$ cat config.mk
export PLATFORM = sky130hd
export DESIGN_NAME = stage_sequencer
export DESIGN_NICKNAME = d
export VERILOG_FILES = /design/src/rtl/stage_sequencer.sv
export SDC_FILE = /design/constraint.sdc
export NUM_CORES = 1
export LEC_CHECK = 0
export BUFFER_PORTS_ARGS = -buffer_cell sky130_fd_sc_hd__buf_4
export CAP_MARGIN = 15
export CELL_PAD_IN_SITES_DETAIL_PLACEMENT = 1
export CELL_PAD_IN_SITES_GLOBAL_PLACEMENT = 1
export CORE_UTILIZATION = 42
export CTS_CLUSTER_SIZE = 40
export DETAILED_ROUTE_END_ITERATION = 6
export GPL_ROUTABILITY_DRIVEN = 0
export HOLD_SLACK_MARGIN = 0.06
export PLACE_DENSITY = 0.88
export SLEW_MARGIN = 20
export SYNTH_ARGS = -nofsm -noshare
export SYNTH_HDL_FRONTEND = slang
export SYNTH_SLANG_ARGS = --single-unit
$ cat constraint.sdc
create_clock -name clk -period 2.4 [get_ports clk]
set_input_delay 0.12 -clock clk [delete_from_list [all_inputs] [get_ports clk]]
set_output_delay 0.12 -clock clk [all_outputs]
set_load 0.02 [all_outputs]
$ cat src/rtl/stage_sequencer.sv
// stage_sequencer: multi-cycle instruction sequencer FETCH->DECODE->EXEC->[MEM]->WB.
// Issues one-cycle start pulses to the fetch, decode, execute, memory and writeback
// units and waits on their finish handshakes. A per-stage timeout drops into a
// sticky FAULT state. Also provides flush/abort, halt at instruction boundary and a
// retire counter.
//
// Ports
//   clk          clock
//   rst          asynchronous active-low reset
//   halt_req     hold in IDLE at an instruction boundary while high
//   flush        abort the current instruction and restart at FETCH via IDLE
//   need_mem     from the decoder, sampled in DECODE (1 = load/store)
//   ifu_finish   fetch done, honoured only in FETCH
//   exu_finish   execute done, honoured only in EXEC
//   memu_finish  memory done, honoured only in MEM
//   ifu_valid    start pulse, fetch
//   idu_valid    start pulse, decode
//   exu_valid    start pulse, execute
//   memu_valid   start pulse, memory
//   wb_valid     start pulse, writeback
//   stage        current state encoding
//   halted       IDLE with halt_req high
//   timeout_err  high while in FAULT
//   retire       high for the single WB cycle
//   retire_cnt   retired instruction count, wraps
module stage_sequencer #(
  parameter int unsigned TIMEOUT = 256,
  parameter int unsigned CNT_W   = 64
) (
  input  logic             clk,
  input  logic             rst,
  input  logic             halt_req,
  input  logic             flush,
  input  logic             need_mem,
  input  logic             ifu_finish,
  input  logic             exu_finish,
  input  logic             memu_finish,
  output logic             ifu_valid,
  output logic             idu_valid,
  output logic             exu_valid,
  output logic             memu_valid,
  output logic             wb_valid,
  output logic [2:0]       stage,
  output logic             halted,
  output logic             timeout_err,
  output logic             retire,
  output logic [CNT_W-1:0] retire_cnt
);

  localparam int unsigned TO_W = (TIMEOUT == 0) ? 1 : $clog2(TIMEOUT + 1);
  localparam logic [TO_W-1:0] TO_LAST = TO_W'((TIMEOUT == 0) ? 0 : TIMEOUT - 1);

  typedef enum logic [2:0] {
    IDLE   = 3'd0,
    FETCH  = 3'd1,
    DECODE = 3'd2,
    EXEC   = 3'd3,
    MEM    = 3'd4,
    WB     = 3'd5,
    FAULT  = 3'd6
  } state_t;

  state_t          state;
  state_t          nxt_state;
  logic [TO_W-1:0] to_cnt;
  logic            mem_flag;
  logic            finish;
  logic            timeout;

  // Finish of the stage currently being waited on; other finishes are ignored.
  always_comb begin
    finish = 1'b0;
    case (state)
      FETCH:   finish = ifu_finish;
      EXEC:    finish = exu_finish;
      MEM:     finish = memu_finish;
      default: finish = 1'b0;
    endcase
  end

  // to_cnt counts from 0 on entry, so the stage gets exactly TIMEOUT cycles;
  // a finish in the last allowed cycle wins.
  assign timeout = (TIMEOUT != 0) && (to_cnt == TO_LAST) && !finish;

  always_comb begin
    nxt_state = state;
    case (state)
      IDLE:    nxt_state = halt_req ? IDLE : FETCH;
      FETCH: begin
        if (flush)        nxt_state = IDLE;
        else if (finish)  nxt_state = DECODE;
        else if (timeout) nxt_state = FAULT;
        else              nxt_state = FETCH;
      end
      DECODE:  nxt_state = flush ? IDLE : EXEC;
      EXEC: begin
        if (flush)        nxt_state = IDLE;
        else if (finish)  nxt_state = mem_flag ? MEM : WB;
        else if (timeout) nxt_state = FAULT;
        else              nxt_state = EXEC;
      end
      MEM: begin
        if (flush)        nxt_state = IDLE;
        else if (finish)  nxt_state = WB;
        else if (timeout) nxt_state = FAULT;
        else              nxt_state = MEM;
      end
      WB:      nxt_state = (flush || halt_req) ? IDLE : FETCH;
      FAULT:   nxt_state = FAULT;
      default: nxt_state = IDLE;
    endcase
  end

  always_ff @(posedge clk or negedge rst) begin
    if (!rst) begin
      state      <= IDLE;
      to_cnt     <= '0;
      mem_flag   <= 1'b0;
      retire_cnt <= '0;
    end else begin
      state <= nxt_state;
      if (state != nxt_state)
        to_cnt <= '0;
      else if ((state == FETCH || state == EXEC || state == MEM) && !finish)
        to_cnt <= to_cnt + TO_W'(1);
      if (state == DECODE)
        mem_flag <= need_mem;
      if (state == WB)
        retire_cnt <= retire_cnt + CNT_W'(1);
    end
  end

  // Start pulses fire combinationally in the cycle before the entering edge.
  assign ifu_valid   = rst && (state != FETCH)  && (nxt_state == FETCH);
  assign idu_valid   = rst && (state != DECODE) && (nxt_state == DECODE);
  assign exu_valid   = rst && (state != EXEC)   && (nxt_state == EXEC);
  assign memu_valid  = rst && (state != MEM)    && (nxt_state == MEM);
  assign wb_valid    = rst && (state != WB)     && (nxt_state == WB);
  assign retire      = rst && (state == WB);
  assign stage       = state;
  assign halted      = (state == IDLE) && halt_req;
  assign timeout_err = (state == FAULT);

endmodule

**Yosys cells after proc, flatten, opt, wreduce, memory -nomap -nowiden**

Cells that the tools add are included.

- Flip-flop bits (word level): 77
- Output and inout port bits: 75
- Logic and storage cells: 61

- $add $sub $neg: 2
- Equality and inequality tests: 18
- Mux-type cells: 17
- Reduce and logical (&&, ||, !) cells: 20

Operators with widths:

| cell | count |
|---|---|
| adder 64 x 1 -> 64 bit, second input constant | 1 |
| two-way mux 3 bit | 7 |
| case mux 3 bit (7 select lines) | 1 |
| two-way mux 9 bit | 2 |
| equality test 3 bit, second input constant | 5 |
| logical AND 1 bit | 14 |
| equality test 3 x 2 -> 1 bit, second input constant | 4 |
| adder 9 x 1 -> 9 bit, second input constant | 1 |
| equality test 9 x 8 -> 1 bit, second input constant | 1 |
| equality test 3 x 1 -> 1 bit, second input constant | 2 |
| two-way mux 2 bit | 3 |
| inequality test 3 x 2 -> 1 bit, second input constant | 2 |
| inequality test 3 bit, second input constant | 2 |
| zero test 3 bit | 1 |
| logical OR 1 bit | 3 |
| two-way mux 1 bit | 3 |
| inequality test 3 x 1 -> 1 bit, second input constant | 1 |
| inequality test 3 bit | 1 |
| case mux 1 bit (3 select lines) | 1 |
| nonzero test 2 bit | 1 |
| zero test 1 bit | 1 |

**Logic depth before layout (Yosys ltp)**

Gate-level depths: netlist of run 1.

- Word-level depth: 10
- Depth in mapped cells: 9
- Gate-level depth less buffers: 8

**Least setup slack after synthesis of run 1**

Ideal clock, no wire load.

- Kind: flip-flop to output port
- Start: reg state[1], in the netlist stage[1]
- End: out exu_valid
- Data arrival time: 2.475 ns
- Setup slack: -0.195 ns
- Stages on the path, launching flop included: 8
- Buffers on the path: 2
- Path through: dfrtp_1 buf_2 clkbuf_1 nand3_1 nand3_1 a211oi_1 nor2_1 a2111oi_0

- Word-level cells in the longest chain between the ends: 10
- Elaborated cells on any way between the ends: 24

Ends and longest elaborated chain:

| element | RTL line | text |
|---|---|---|
| start: declaration | 63 | `state_t state;` |
| start signal: assignment | 121 | `state <= nxt_state;` |
| equality test 3 bit, or another cell as far along | 73, 87 |  |
| case mux 1 bit (3 select lines) | 73 | `case (state)` |
| zero test 1 bit | 83 | `assign timeout = (TIMEOUT != 0) && (to_cnt == TO_LAST) && !finish;` |
| logical AND 1 bit | 83 |  |
| two-way mux 3 bit, or another cell as far along | 99 | `else if (timeout) nxt_state = FAULT;` |
| two-way mux 3 bit, or another cell as far along | 98 | `else if (finish) nxt_state = mem_flag ? MEM : WB;` |
| two-way mux 3 bit (on tied branches) | 97, 103, 90 |  |
| case mux 3 bit (7 select lines) | 87 | `case (state)` |
| equality test 3 x 2 -> 1 bit | 136 | `assign exu_valid = rst && (state != EXEC) && (nxt_state == EXEC);` |
| logical AND 1 bit * | 136 |  |
| end: declaration | 40 | `output logic exu_valid,` |

Mark *: on every way between the ends. The rest lies on a longest branch, timed or not.

**Final worst setup path of run 1**

- Start: reg state[1], in the netlist stage[1]
- End: out memu_valid

- Word-level cells in the longest chain between the ends: 10
- Elaborated cells on any way between the ends: 24

Ends and longest elaborated chain:

| element | RTL line | text |
|---|---|---|
| equality test 3 bit, or another cell as far along | 73, 87 |  |
| case mux 1 bit (3 select lines) | 73 |  |
| zero test 1 bit | 83 |  |
| logical AND 1 bit | 83 |  |
| two-way mux 3 bit, or another cell as far along | 99 |  |
| two-way mux 3 bit, or another cell as far along | 98 |  |
| two-way mux 3 bit (on tied branches) | 97, 103, 90 |  |
| case mux 3 bit (7 select lines) | 87 |  |
| equality test 3 bit | 137 | `assign memu_valid = rst && (state != MEM) && (nxt_state == MEM);` |
| logical AND 1 bit * | 137 |  |
| end: declaration | 41 | `output logic memu_valid,` |

Marks and branches as above.

==> tab_implementation.tex, run 1 <==
\begin{tabular}{lr}
\hline
Metric & Value \\
\hline
\multicolumn{2}{l}{\textbf{Global routing}} \\
\quad First-pass GRT wire length & 17800 µm \\
\quad Initial antenna violation count & 0 \\
\quad Met1 global-route usage & 0.299 \\
\quad GR Util met3 & 0.0429 \\
\quad Grt peak-use layer & met2 \\
\quad Pin count of the biggest net entering global routing & 78 \\
\quad Global-route met2 utilization & 0.406 \\
\quad Overall global routing resource usage & 0.233 \\
\quad Vias in the first global route & 3522 \\
\quad Global-route congestion overflow total & 0 \\
\multicolumn{2}{l}{\textbf{Finish}} \\
\quad Share of final-layout standard cells stronger than drive strength 1 & 0.306 \\
\quad Area growth from synthesis to layout & 32.5\% \\
\quad Most frequent cells in the layout & 106 x buf\_4, 74 x dfrtp\_1, 35 x xor2\_1, 35 x xnor2\_1, 29 x nand2\_1 \\
\quad Most frequent standard cell in the layout excluding fill and tap cells & buf\_4 \\
\quad Nets & 502 \\
\quad Design Area, Final & 5150 µm² \\
\quad Number of inserted diodes & 0 \\
\multicolumn{2}{l}{\textbf{Timing}} \\
\quad Time the worst path needs with I/O delays and setup & 2.39 ns \\
\quad Relative slew slack & 0.342 \\
\quad Clock skew after layout & 0.0127 ns \\
\quad Maximum clock frequency & 418 MHz \\
\quad Final period util & 0.996 \\
\quad Measured slew at the worst slew-check pin & 0.988 ns \\
\quad Endpoints failing hold & 0 \\
\quad Max-slew violation total from the final report & 0 \\
\quad Endpoints failing setup & 0 \\
\quad Unrepaired setup endpoints after global routing & yes \\
\multicolumn{2}{l}{\textbf{Floorplan}} \\
\quad Core ar. & 8850 µm² \\
\quad Cell row count & 34 \\
\quad Width of the chip & 98.2 µm \\
\quad Starting density of the core & 0.440 \\
\quad Boundary Pins & 83 \\
\quad DIE AREA & 9650 µm² \\
\quad Chip Height & 98.2 µm \\
\multicolumn{2}{l}{\textbf{Drt}} \\
\quad DR DRC count & 9 \\
\quad Vias & 3424 \\
\quad Ratio of routed vias to standard cells & 5.67 \\
\quad Routed wire per std cell & 19.5 µm \\
\quad Number of design-rule violations left by the first detailed-router iteration & 138 \\
\quad Number of routed nets with antenna violations & 0 \\
\quad Router iterations before antenna repair & 6 \\
\quad Aggregate routed wire length & 11800 µm \\
\multicolumn{2}{l}{\textbf{Worst setup path}} \\
\quad Arrival time worst endpoint & 2.27 ns \\
\quad Critical R2R Capture & to\_cnt[5] \\
\quad Startpoint of the lowest-slack register-to-register path & to\_cnt[1] \\
\quad Most common cell type on the critical path & buf\_4 \\
\quad Setup slack, reg-to-reg & 0.12 ns \\
\quad Critical path, cell by cell & buf\_4 -> nor2b\_1 -> o22ai\_1 -> a22oi\_1 -> o211ai\_1 -> buf\_4 -> nor4\_4 -> buf\_4 \\
\quad Setup crit start kind & register \\
\quad Number of cells traversed by the worst register-to-register path & 10 \\
\quad CP endpoint kind & output port \\
\quad Largest fanout on the critical path & 9 \\
\quad Critical path class & register to output port \\
\quad Cell with the largest stage delay on the worst path & dfrtp\_2 \\
\quad Crit path required time & 2.28 ns \\
\quad Largest incremental delay on the critical path & 0.47 ns \\
\multicolumn{2}{l}{\textbf{CTS}} \\
\quad Source-to-sink clock delay at the later pin of the worst-skew pair & 0.35 ns \\
\quad Clock tree root buffer cell & clkbuf\_8 \\
\quad Worst-path clk slew & 0.08 ns \\
\quad Clock tree from TritonCTS & built \\
\quad Clock sinks & 77 \\
\quad Bufs on Longest Clock Path & 2 \\
\quad H-tree level count & 3 \\
\quad Number of buffers inserted during clock tree synthesis & 9 \\
\multicolumn{2}{l}{\textbf{Status}} \\
\quad Violated checks & design-rule violations \\
\quad Outcome & finished, violations left \\
\multicolumn{2}{l}{\textbf{Logic synthesis}} \\
\quad Number of instances in the synthesized netlist & 387 \\
\quad Area of the mapped netlist & 3890 µm² \\
\quad Share of synthesized flip-flops with an asynchronous set or reset & 1.00 \\
\quad Dominant synthesized flop cell & dfrtp\_1 \\
\quad Netlist cell types & 45 \\
\quad Synth warn & 0 \\
\quad Part of the Yosys area used for sequential elements & 0.495 \\
\quad Average footprint of a synthesized cell & 10.1 µm² \\
\quad Number of enable-type register cells in the synthesized netlist & 0 \\
\quad Count of state elements after synthesis & 77 \\
\quad Number of nets produced by synthesis & 398 \\
\multicolumn{2}{l}{\textbf{Hold path}} \\
\quad Worst min path class & input port to async pin \\
\multicolumn{2}{l}{\textbf{Placed design}} \\
\quad Count of buffers inserted at the top-level ports & 82 \\
\quad Placed cell area & 4650 µm² \\
\quad Detailed placer's ending HPWL & 7360 µm \\
\multicolumn{2}{l}{\textbf{Run}} \\
\quad Maxcap violations & 0 \\
\multicolumn{2}{l}{\textbf{Pwr}} \\
\quad Overall Power & 0.00342 W \\
\quad Pwr per Cell Area & 663 nW/µm² \\
\quad Highest ir drop seen on vdd & 0.000384 V \\
\quad Total leakage power & 2.46 nW \\
\hline
\end{tabular}
-- synthesized netlist by cell type (6+ instances only) --
cell type	n	area, µm²
xnor2_1	35	307
nor3_1	25	125
inv_1	20	75.1
dfrtp_1	77	1930
nor2_1	25	93.8
nand2_1	32	120
nand4_1	16	100
a211oi_1	10	75.1
clkbuf_1	8	30.0
a21oi_1	6	30.0
nor4_1	12	75.1
and4_1	8	70.1
nand3_1	19	95.1
xor2_1	35	307
-- power breakdown --
part	internal, W	total, W	switching, W
Clock	0.000724	0.00123	0.000507
Sequential	0.00134	0.00139	0.0000519
Combinational	0.000290	0.000796	0.000506
Total	0.00235	0.00342	0.00107
-- critical path, delay by kind of cell, from the launching register on --
family	cells	cell delay, ns
buffers and inverters	3	0.58
and+or+nand+nor	2	0.34
AOI/OAI and AO/OA	3	0.55
DFF	1	0.47
-- sequential cells by signal, indices dropped and copies added (netlist names) --
| name | cells |
|---|---|
| mem_flag | 1 |
| retire_cnt | 64 |
| to_cnt | 9 |
| stage | 3 |
-- layout make-up --
type / count / area, µm²
well taps: 108 / 135
flip-flops and latches: 77 / 1930
multi-input cells: 275 / 1950
fillers: 1001 / 3690
inverters: 20 / 75.1
clock buffers: 11 / 141
repair buffers: 108 / 817
clock inverters: 5 / 106
-- stage by stage --
step                utilization  worst slack [ns]  setup TNS [ns]  instances  hold slack [ns]
global route              0.583            -0.116          -0.372        604            0.163
global placement          0.526             0.178               0        572            0.355
detailed placement        0.526            0.0958               0        572            0.358
floorplan                     -            0.0491               0        387           -0.176
finish                    0.583            0.0105               0        604           0.0976
CTS                       0.563          -0.00199        -0.00199        594            0.125
-- cell families (layout without fill, tap and decap cells) --
family          after synthesis  in the layout  share of synthesized area
compound gates               32             32                     0.0566
xor+xnor                     70             70                      0.158
fa+ha+maj                     3              3                    0.00965
buf+inv                      35            144                     0.0373
flops                        77             77                      0.495
mux                           4              4                     0.0106
simple gates                166            166                      0.233
-- metal layers --
metal / vias up / part of all wire
li1: 1565 / -
met5: - / 0
met1: 1735 / 0.41
met4: 0 / 0.013
met3: 15 / 0.038
met2: 109 / 0.53
-- what timing repair did --
action,4_1_cts,5_1_grt
pin swaps,5,11
buffers inserted,5,10
hold endpoints to repair,1,0
hold buffers,1,0
setup endpoints to repair,5,10
gates resized for setup,11,21
-- worst max-delay path by stage --
stage	start	end	slack [ns]	depth (start not counted)
final	stage[1]	memu_valid	0.01	8
after global routing	stage[1]	memu_valid	-0.12	8
after CTS	to_cnt[5]	memu_valid	-0.002	8
after detailed placement	retire_cnt[41]	retire_cnt[56]	0.1	5
after global placement	retire_cnt[41]	retire_cnt[56]	0.18	5
after floorplan	stage[1]	exu_valid	0.05	7
Note: power is estimated with default switching activity, not from simulation.
==> run 2: changes to the inputs <==
==> constraint.sdc (replaced) <==
create_clock -name clk -period 2.4 [get_ports clk]
set_input_delay 0.24 -clock clk [delete_from_list [all_inputs] [get_ports clk]]
set_output_delay 0.24 -clock clk [all_outputs]
set_load 0.02 [all_outputs]
==> tab_implementation.tex, run 2 (synthesized netlist as in run 1, its figures left out) <==
\begin{tabular}{lr}
\hline
Metric & Value \\
\hline
\multicolumn{2}{l}{\textbf{Timing}} \\
\quad Measured slew at the worst slew-check pin & 0.990 ns \\
\quad Relative slew slack & 0.340 \\
\quad Worst hold slack across all endpoints & 0.117 ns \\
\quad Maximum clock frequency & 402 MHz \\
\quad Final period util & 1.04 \\
\quad Endpoints failing setup & 5 \\
\quad Max-slew violation total from the final report & 0 \\
\quad Unrepaired setup endpoints after global routing & yes \\
\quad Aggregate negative setup slack & -0.243 ns \\
\quad Time the worst path needs with I/O delays and setup & 2.49 ns \\
\quad Clock skew after layout & 0.0138 ns \\
\quad Endpoints failing hold & 0 \\
\quad Setup WS post-layout & -0.0882 ns \\
\multicolumn{2}{l}{\textbf{CTS}} \\
\quad Clock tree from TritonCTS & built \\
\quad Clock sinks & 77 \\
\quad Number of buffers inserted during clock tree synthesis & 9 \\
\quad Worst-path clk slew & 0.08 ns \\
\quad H-tree level count & 3 \\
\quad Source-to-sink clock delay at the later pin of the worst-skew pair & 0.35 ns \\
\quad Clock tree root buffer cell & clkbuf\_8 \\
\quad Bufs on Longest Clock Path & 2 \\
\multicolumn{2}{l}{\textbf{Worst setup path}} \\
\quad Critical path class & register to output port \\
\quad Cell with the largest stage delay on the worst path & dfrtp\_2 \\
\quad CP endpoint kind & output port \\
\quad Arrival time worst endpoint & 2.25 ns \\
\quad Crit path required time & 2.16 ns \\
\quad Largest incremental delay on the critical path & 0.49 ns \\
\quad Most common cell type on the critical path & buf\_4 \\
\quad Critical path, cell by cell & buf\_4 -> nor2b\_1 -> o22ai\_1 -> a22oi\_2 -> o211ai\_1 -> buf\_4 -> nor4\_4 -> buf\_4 \\
\quad Largest fanout on the critical path & 9 \\
\quad Setup crit start kind & register \\
\multicolumn{2}{l}{\textbf{Floorplan}} \\
\quad Boundary Pins & 83 \\
\quad Cell row count & 34 \\
\quad Width of the chip & 98.2 µm \\
\quad Chip Height & 98.2 µm \\
\quad Core ar. & 8850 µm² \\
\quad DIE AREA & 9650 µm² \\
\quad Starting density of the core & 0.440 \\
\multicolumn{2}{l}{\textbf{Hold path}} \\
\quad Worst min path class & input port to register \\
\multicolumn{2}{l}{\textbf{Status}} \\
\quad Outcome & finished, violations left \\
\quad Violated checks & design-rule violations, negative setup slack \\
\multicolumn{2}{l}{\textbf{Finish}} \\
\quad Most frequent cells in the layout & 113 x buf\_4, 75 x dfrtp\_1, 35 x xor2\_1, 35 x xnor2\_1, 29 x nand2\_1 \\
\quad Area growth from synthesis to layout & 33.9\% \\
\quad Register Area & 1930 µm² \\
\quad Largest register by flop count & retire\_cnt \\
\quad Most frequent standard cell in the layout excluding fill and tap cells & buf\_4 \\
\quad Design Area, Final & 5210 µm² \\
\quad Fillers & 1022 \\
\quad Nets & 509 \\
\quad Number of inserted diodes & 0 \\
\quad Share of final-layout standard cells stronger than drive strength 1 & 0.314 \\
\quad Flip-flop count of the largest register, all copies and words added & 64 \\
\quad Area occupied by multi-input gates & 1980 µm² \\
\multicolumn{2}{l}{\textbf{Run}} \\
\quad Maxcap violations & 0 \\
\multicolumn{2}{l}{\textbf{Global routing}} \\
\quad Vias in the first global route & 3621 \\
\quad Pin count of the biggest net entering global routing & 77 \\
\quad Overall global routing resource usage & 0.237 \\
\quad Global-route congestion overflow total & 0 \\
\quad First-pass GRT wire length & 18200 µm \\
\quad Initial antenna violation count & 0 \\
\multicolumn{2}{l}{\textbf{Placed design}} \\
\quad Detailed placer's ending HPWL & 7390 µm \\
\quad Count of buffers inserted at the top-level ports & 82 \\
\quad Placed cell area & 4700 µm² \\
\quad Pre-CTS setup slack & -0.0175 ns \\
\multicolumn{2}{l}{\textbf{Pwr}} \\
\quad Total leakage power & 2.52 nW \\
\quad Pwr per Cell Area & 631 nW/µm² \\
\quad Highest ir drop seen on vdd & 0.000446 V \\
\multicolumn{2}{l}{\textbf{Drt}} \\
\quad Number of routed nets with antenna violations & 0 \\
\quad Aggregate routed wire length & 10900 µm \\
\quad Ratio of routed vias to standard cells & 5.57 \\
\quad Router iterations before antenna repair & 7 \\
\quad DR DRC count & 8 \\
\quad Vias & 3402 \\
\quad Routed wire per std cell & 17.9 µm \\
\quad Number of design-rule violations left by the first detailed-router iteration & 92 \\
\hline
\end{tabular}
-- run 2: timing repair --
action | CTS | global route
hold buffers | 1 | 0
endpoints found under the setup margin | 6 | 9
resized for setup | 23 | 11
pin swaps | 11 | 6
endpoints found under the hold margin | 1 | 0
buffers inserted | 9 | 9
-- run 2: area by class of cell --
class | instances | share of cell area
multi-input cells | 275 | 0.379
repair buffers | 115 | 0.169
well taps | 108 | 0.0259
clock buffers | 11 | 0.0252
clock inverters | 5 | 0.0161
inverters | 20 | 0.0144
flip-flops and latches | 77 | 0.370
-- run 2: through the flow --
stage               std cells  utilization  total power (W)
detailed placement        576        0.531          0.00204
CTS                       602        0.574          0.00320
finish                    611        0.589          0.00329
floorplan                 387            -          0.00178
global placement          576        0.531          0.00201
global route              611        0.589          0.00343
-- run 2: worst max-delay path: cells and delay by family, from the launching register on --
kind,cells,cell delay (ns)
AOI/OAI and AO/OA,3,0.49
buffers and inverters,3,0.59
DFF,1,0.49
and+or+nand+nor,2,0.34
-- run 2: path summary, 6_finish.rpt --
check,start,end,slack (ns),depth (start not counted)
setup / recovery,stage[1],memu_valid,-0.09,8
hold / removal,need_mem,mem_flag,0.12,2
setup reg to reg,stage[1],retire_cnt[56],0.18,8
hold reg to reg,retire_cnt[63],retire_cnt[63],0.48,1
max in group asynchronous,rst,stage[1],0.90,3
min in group asynchronous,rst,mem_flag,0.25,2
-- run 2: layer usage --
layer,wire (µm),up-vias,GRT usage
met5,0,-,0
met4,199,0,0.0850
met3,378,19,0.0322
met2,5680,79,0.421
met1,4670,1733,0.295
li1,-,1571,-
-- run 2: power breakdown --
part | switching [W] | internal [W] | leakage [nW]
clock network | 0.000485 | 0.000590 | 0.100
logic | 0.000474 | 0.000336 | 1.35
registers | 0.0000613 | 0.00134 | 1.07
==> run 3: changes to the inputs <==
Settings changed: ABC_AREA set to 1, CORE_UTILIZATION 42 to 41.
==> tab_implementation.tex, run 3 <==
\begin{tabular}{lr}
\hline
Metric & Value \\
\hline
\multicolumn{2}{l}{\textbf{Status}} \\
\quad Outcome & finished, violations left \\
\quad Violated checks & negative setup slack \\
\multicolumn{2}{l}{\textbf{Drt}} \\
\quad Vias & 4776 \\
\quad Ratio of routed vias to standard cells & 5.32 \\
\quad Met1 layer wirelength in the final routing & 6900 µm \\
\quad Highest routed layer & met4 \\
\quad Aggregate routed wire length & 16500 µm \\
\quad Routed wire per std cell & 18.4 µm \\
\quad Routed length on met2 & 8410 µm \\
\quad Router iterations before antenna repair & 5 \\
\quad Routed length on met3 & 647 µm \\
\quad Number of design-rule violations left by the first detailed-router iteration & 214 \\
\quad DR DRC count & 0 \\
\quad Number of routed nets with antenna violations & 0 \\
\multicolumn{2}{l}{\textbf{Logic synthesis}} \\
\quad Number of enable-type register cells in the synthesized netlist & 0 \\
\quad Area of the mapped netlist & 4830 µm² \\
\quad Most area-hungry cell type in the Yosys netlist & dfrtp\_1 \\
\quad Dominant synthesized flop cell & dfrtp\_1 \\
\quad Number of nets produced by synthesis & 648 \\
\quad Most frequent cell after synthesis & nand2\_1 \\
\quad Count of state elements after synthesis & 77 \\
\quad Number of instances in the synthesized netlist & 637 \\
\quad Average footprint of a synthesized cell & 7.58 µm² \\
\quad Netlist cell types & 34 \\
\quad Synth warn & 0 \\
\quad Share of synthesized flip-flops with an asynchronous set or reset & 1.00 \\
\quad Top cell type's share of synthesized area & 0.399 \\
\quad Leading cell types by total area after synthesis & dfrtp\_1 40\%, nand2\_1 12\%, xor2\_1 8.3\% \\
\quad Part of the Yosys area used for sequential elements & 0.399 \\
\quad Most common library cells after synthesis & 158 x nand2\_1, 87 x nor2\_1, 81 x inv\_1 \\
\multicolumn{2}{l}{\textbf{Timing}} \\
\quad Clock skew after layout & 0.00891 ns \\
\quad Final period util & 1.02 \\
\quad Setup WS post-layout & -0.0516 ns \\
\quad Maximum clock frequency & 408 MHz \\
\quad Aggregate negative setup slack & -0.196 ns \\
\quad Relative slew slack & 0.647 \\
\quad Max-slew violation total from the final report & 0 \\
\quad Endpoints failing setup & 7 \\
\quad Time the worst path needs with I/O delays and setup & 2.45 ns \\
\quad Unrepaired setup endpoints after global routing & yes \\
\quad Measured slew at the worst slew-check pin & 0.525 ns \\
\quad Endpoints failing hold & 0 \\
\multicolumn{2}{l}{\textbf{Floorplan}} \\
\quad Width of the chip & 110 µm \\
\quad Chip Height & 110 µm \\
\quad Core ar. & 11500 µm² \\
\quad Cell row count & 39 \\
\quad Starting density of the core & 0.421 \\
\quad Boundary Pins & 83 \\
\quad DIE AREA & 12200 µm² \\
\multicolumn{2}{l}{\textbf{CTS}} \\
\quad Number of buffers inserted during clock tree synthesis & 9 \\
\quad Clock tree root buffer cell & clkbuf\_16 \\
\quad H-tree level count & 3 \\
\quad Worst-path clk slew & 0.06 ns \\
\quad Bufs on Longest Clock Path & 2 \\
\quad Source-to-sink clock delay at the later pin of the worst-skew pair & 0.36 ns \\
\quad Clock sinks & 77 \\
\quad Clock tree from TritonCTS & built \\
\multicolumn{2}{l}{\textbf{Finish}} \\
\quad Number of inserted diodes & 0 \\
\quad Share of final-layout standard cells stronger than drive strength 1 & 0.269 \\
\quad Flip-flop count of the largest register, all copies and words added & 64 \\
\quad Area growth from synthesis to layout & 29.1\% \\
\quad Most frequent standard cell in the layout excluding fill and tap cells & nand2\_1 \\
\quad Nets & 761 \\
\quad Largest register by flop count & retire\_cnt \\
\quad Most frequent cells in the layout & 154 x nand2\_1, 103 x buf\_4, 78 x inv\_1 \\
\quad Share of the core filled with cells in the final layout & 0.543 \\
\multicolumn{2}{l}{\textbf{Worst setup path}} \\
\quad CP endpoint kind & output port \\
\quad Most common cell type on the critical path & nor3\_2 \\
\quad Largest fanout on the critical path & 3 \\
\quad Largest incremental delay on the critical path & 0.37 ns \\
\quad Critical path class & register to output port \\
\quad Crit path launch & to\_cnt[0] \\
\quad Arrival time worst endpoint & 2.21 ns \\
\quad Startpoint of the lowest-slack register-to-register path & to\_cnt[0] \\
\quad Crit path required time & 2.16 ns \\
\quad Cell with the largest stage delay on the worst path & dfrtp\_1 \\
\quad Critical path, cell by cell & ha\_2 -> nand3\_2 -> nor3\_2 -> ha\_2 -> inv\_2 -> nand4\_1 -> nand2\_2 -> nand2\_2 -> nor3\_2 -> buf\_4 -> nor3\_2 -> buf\_4 \\
\quad Setup crit start kind & register \\
\multicolumn{2}{l}{\textbf{Global routing}} \\
\quad Overall global routing resource usage & 0.274 \\
\quad First-pass GRT wire length & 26300 µm \\
\quad Vias in the first global route & 5139 \\
\quad Initial antenna violation count & 0 \\
\quad Pin count of the biggest net entering global routing & 37 \\
\quad Global-route congestion overflow total & 0 \\
\multicolumn{2}{l}{\textbf{Placed design}} \\
\quad Detailed placer's ending HPWL & 12000 µm \\
\quad Count of buffers inserted at the top-level ports & 82 \\
\quad Pre-CTS setup slack & 0.119 ns \\
\multicolumn{2}{l}{\textbf{Pwr}} \\
\quad Total leakage power & 2.97 nW \\
\quad Overall Power & 0.00408 W \\
\quad Highest ir drop seen on vdd & 0.000430 V \\
\quad Pwr per Cell Area & 655 nW/µm² \\
\multicolumn{2}{l}{\textbf{Hold path}} \\
\quad Worst min path class & input port to register \\
\quad Hold path start & need\_mem \\
\multicolumn{2}{l}{\textbf{Run}} \\
\quad Maxcap violations & 0 \\
\hline
\end{tabular}
==> run 3: changes by cell type after synthesis, sizes merged, moves of 8 or more <==
cell / change
a211oi: -10
o21ai: +11
nand2: +139
xor2: +11
nand4: +9
nor2: +80
and4: -8
nor3: +14
inv: +68
nor4: -13
nand3: +19
xnor2: -22
==> run 3: stage by stage <==
stage,std cells,hold WS (ns),cell area (µm²)
after floorplan,637,-0.0556,4830
after global placement,862,0.0839,5630
after detailed placement,862,0.0874,5630
after CTS,887,0.147,6030
after global routing,897,0.154,6230
final,897,0.153,6230
==> run 3: worst paths after layout <==
path | endpoint | slack [ns] | cells past startpoint
hold / removal | mem_flag | 0.15 | 2
hold reg to reg | retire_cnt[63] | 0.49 | 1
max in group asynchronous | stage[0] | 1.43 | 3
min in group asynchronous | stage[1] | 0.26 | 2
setup / recovery | idu_valid | -0.05 | 12
setup reg to reg | to_cnt[2] | -0.01 | 17
==> run 3: per-layer routing <==
metal  track usage  vias up
met3        0.0483       38
li1              -     2229
met4         0.146        0
met5             0        -
met1         0.330     2389
met2         0.466      120
==> run 3: final cells by class <==
class / instances / area, µm²
tap: 143 / 179
multi-input combinational: 469 / 2690
clock buffer: 15 / 298
timing repair buffer: 105 / 788
inverter: 88 / 340
sequential: 77 / 1930
fill: 1423 / 5240
==> run 3: timing repair <==
item	CTS	global route
buffers inserted	9	9
gates resized for setup	11	37
pin swaps	7	13
hold buffers	1	0
setup endpoints to repair	5	16
hold endpoints to repair	7	0
gates cloned	0	1
==> run 3: cell families (layout without fill, tap and decap cells) <==
logic type	count (synthesis)	after routing	synth area share
and+or+nand+nor	387	388	0.390
DFF	77	77	0.399
xor gates and xnor gates	59	59	0.107
AOI/OAI and AO/OA	18	18	0.0197
buffers and inverters	92	208	0.0742
adders and majority gates	3	3	0.00778
muxes	1	1	0.00233
==> run 3: power by group <==
| part | internal [W] | switching [W] | total [W] |
|---|---|---|---|
| clock network | 0.000837 | 0.000545 | 0.00138 |
| logic | 0.000426 | 0.000818 | 0.00124 |
| registers | 0.00136 | 0.0000959 | 0.00146 |
| total | 0.00262 | 0.00146 | 0.00408 |
==> run 3: worst max-delay path, delay by kind of cell (launching register included) <==
kind	cells	cell delay, ns
flops	1	0.37
buf+inv	3	0.33
fa+ha+maj	2	0.44
simple gates	7	0.71
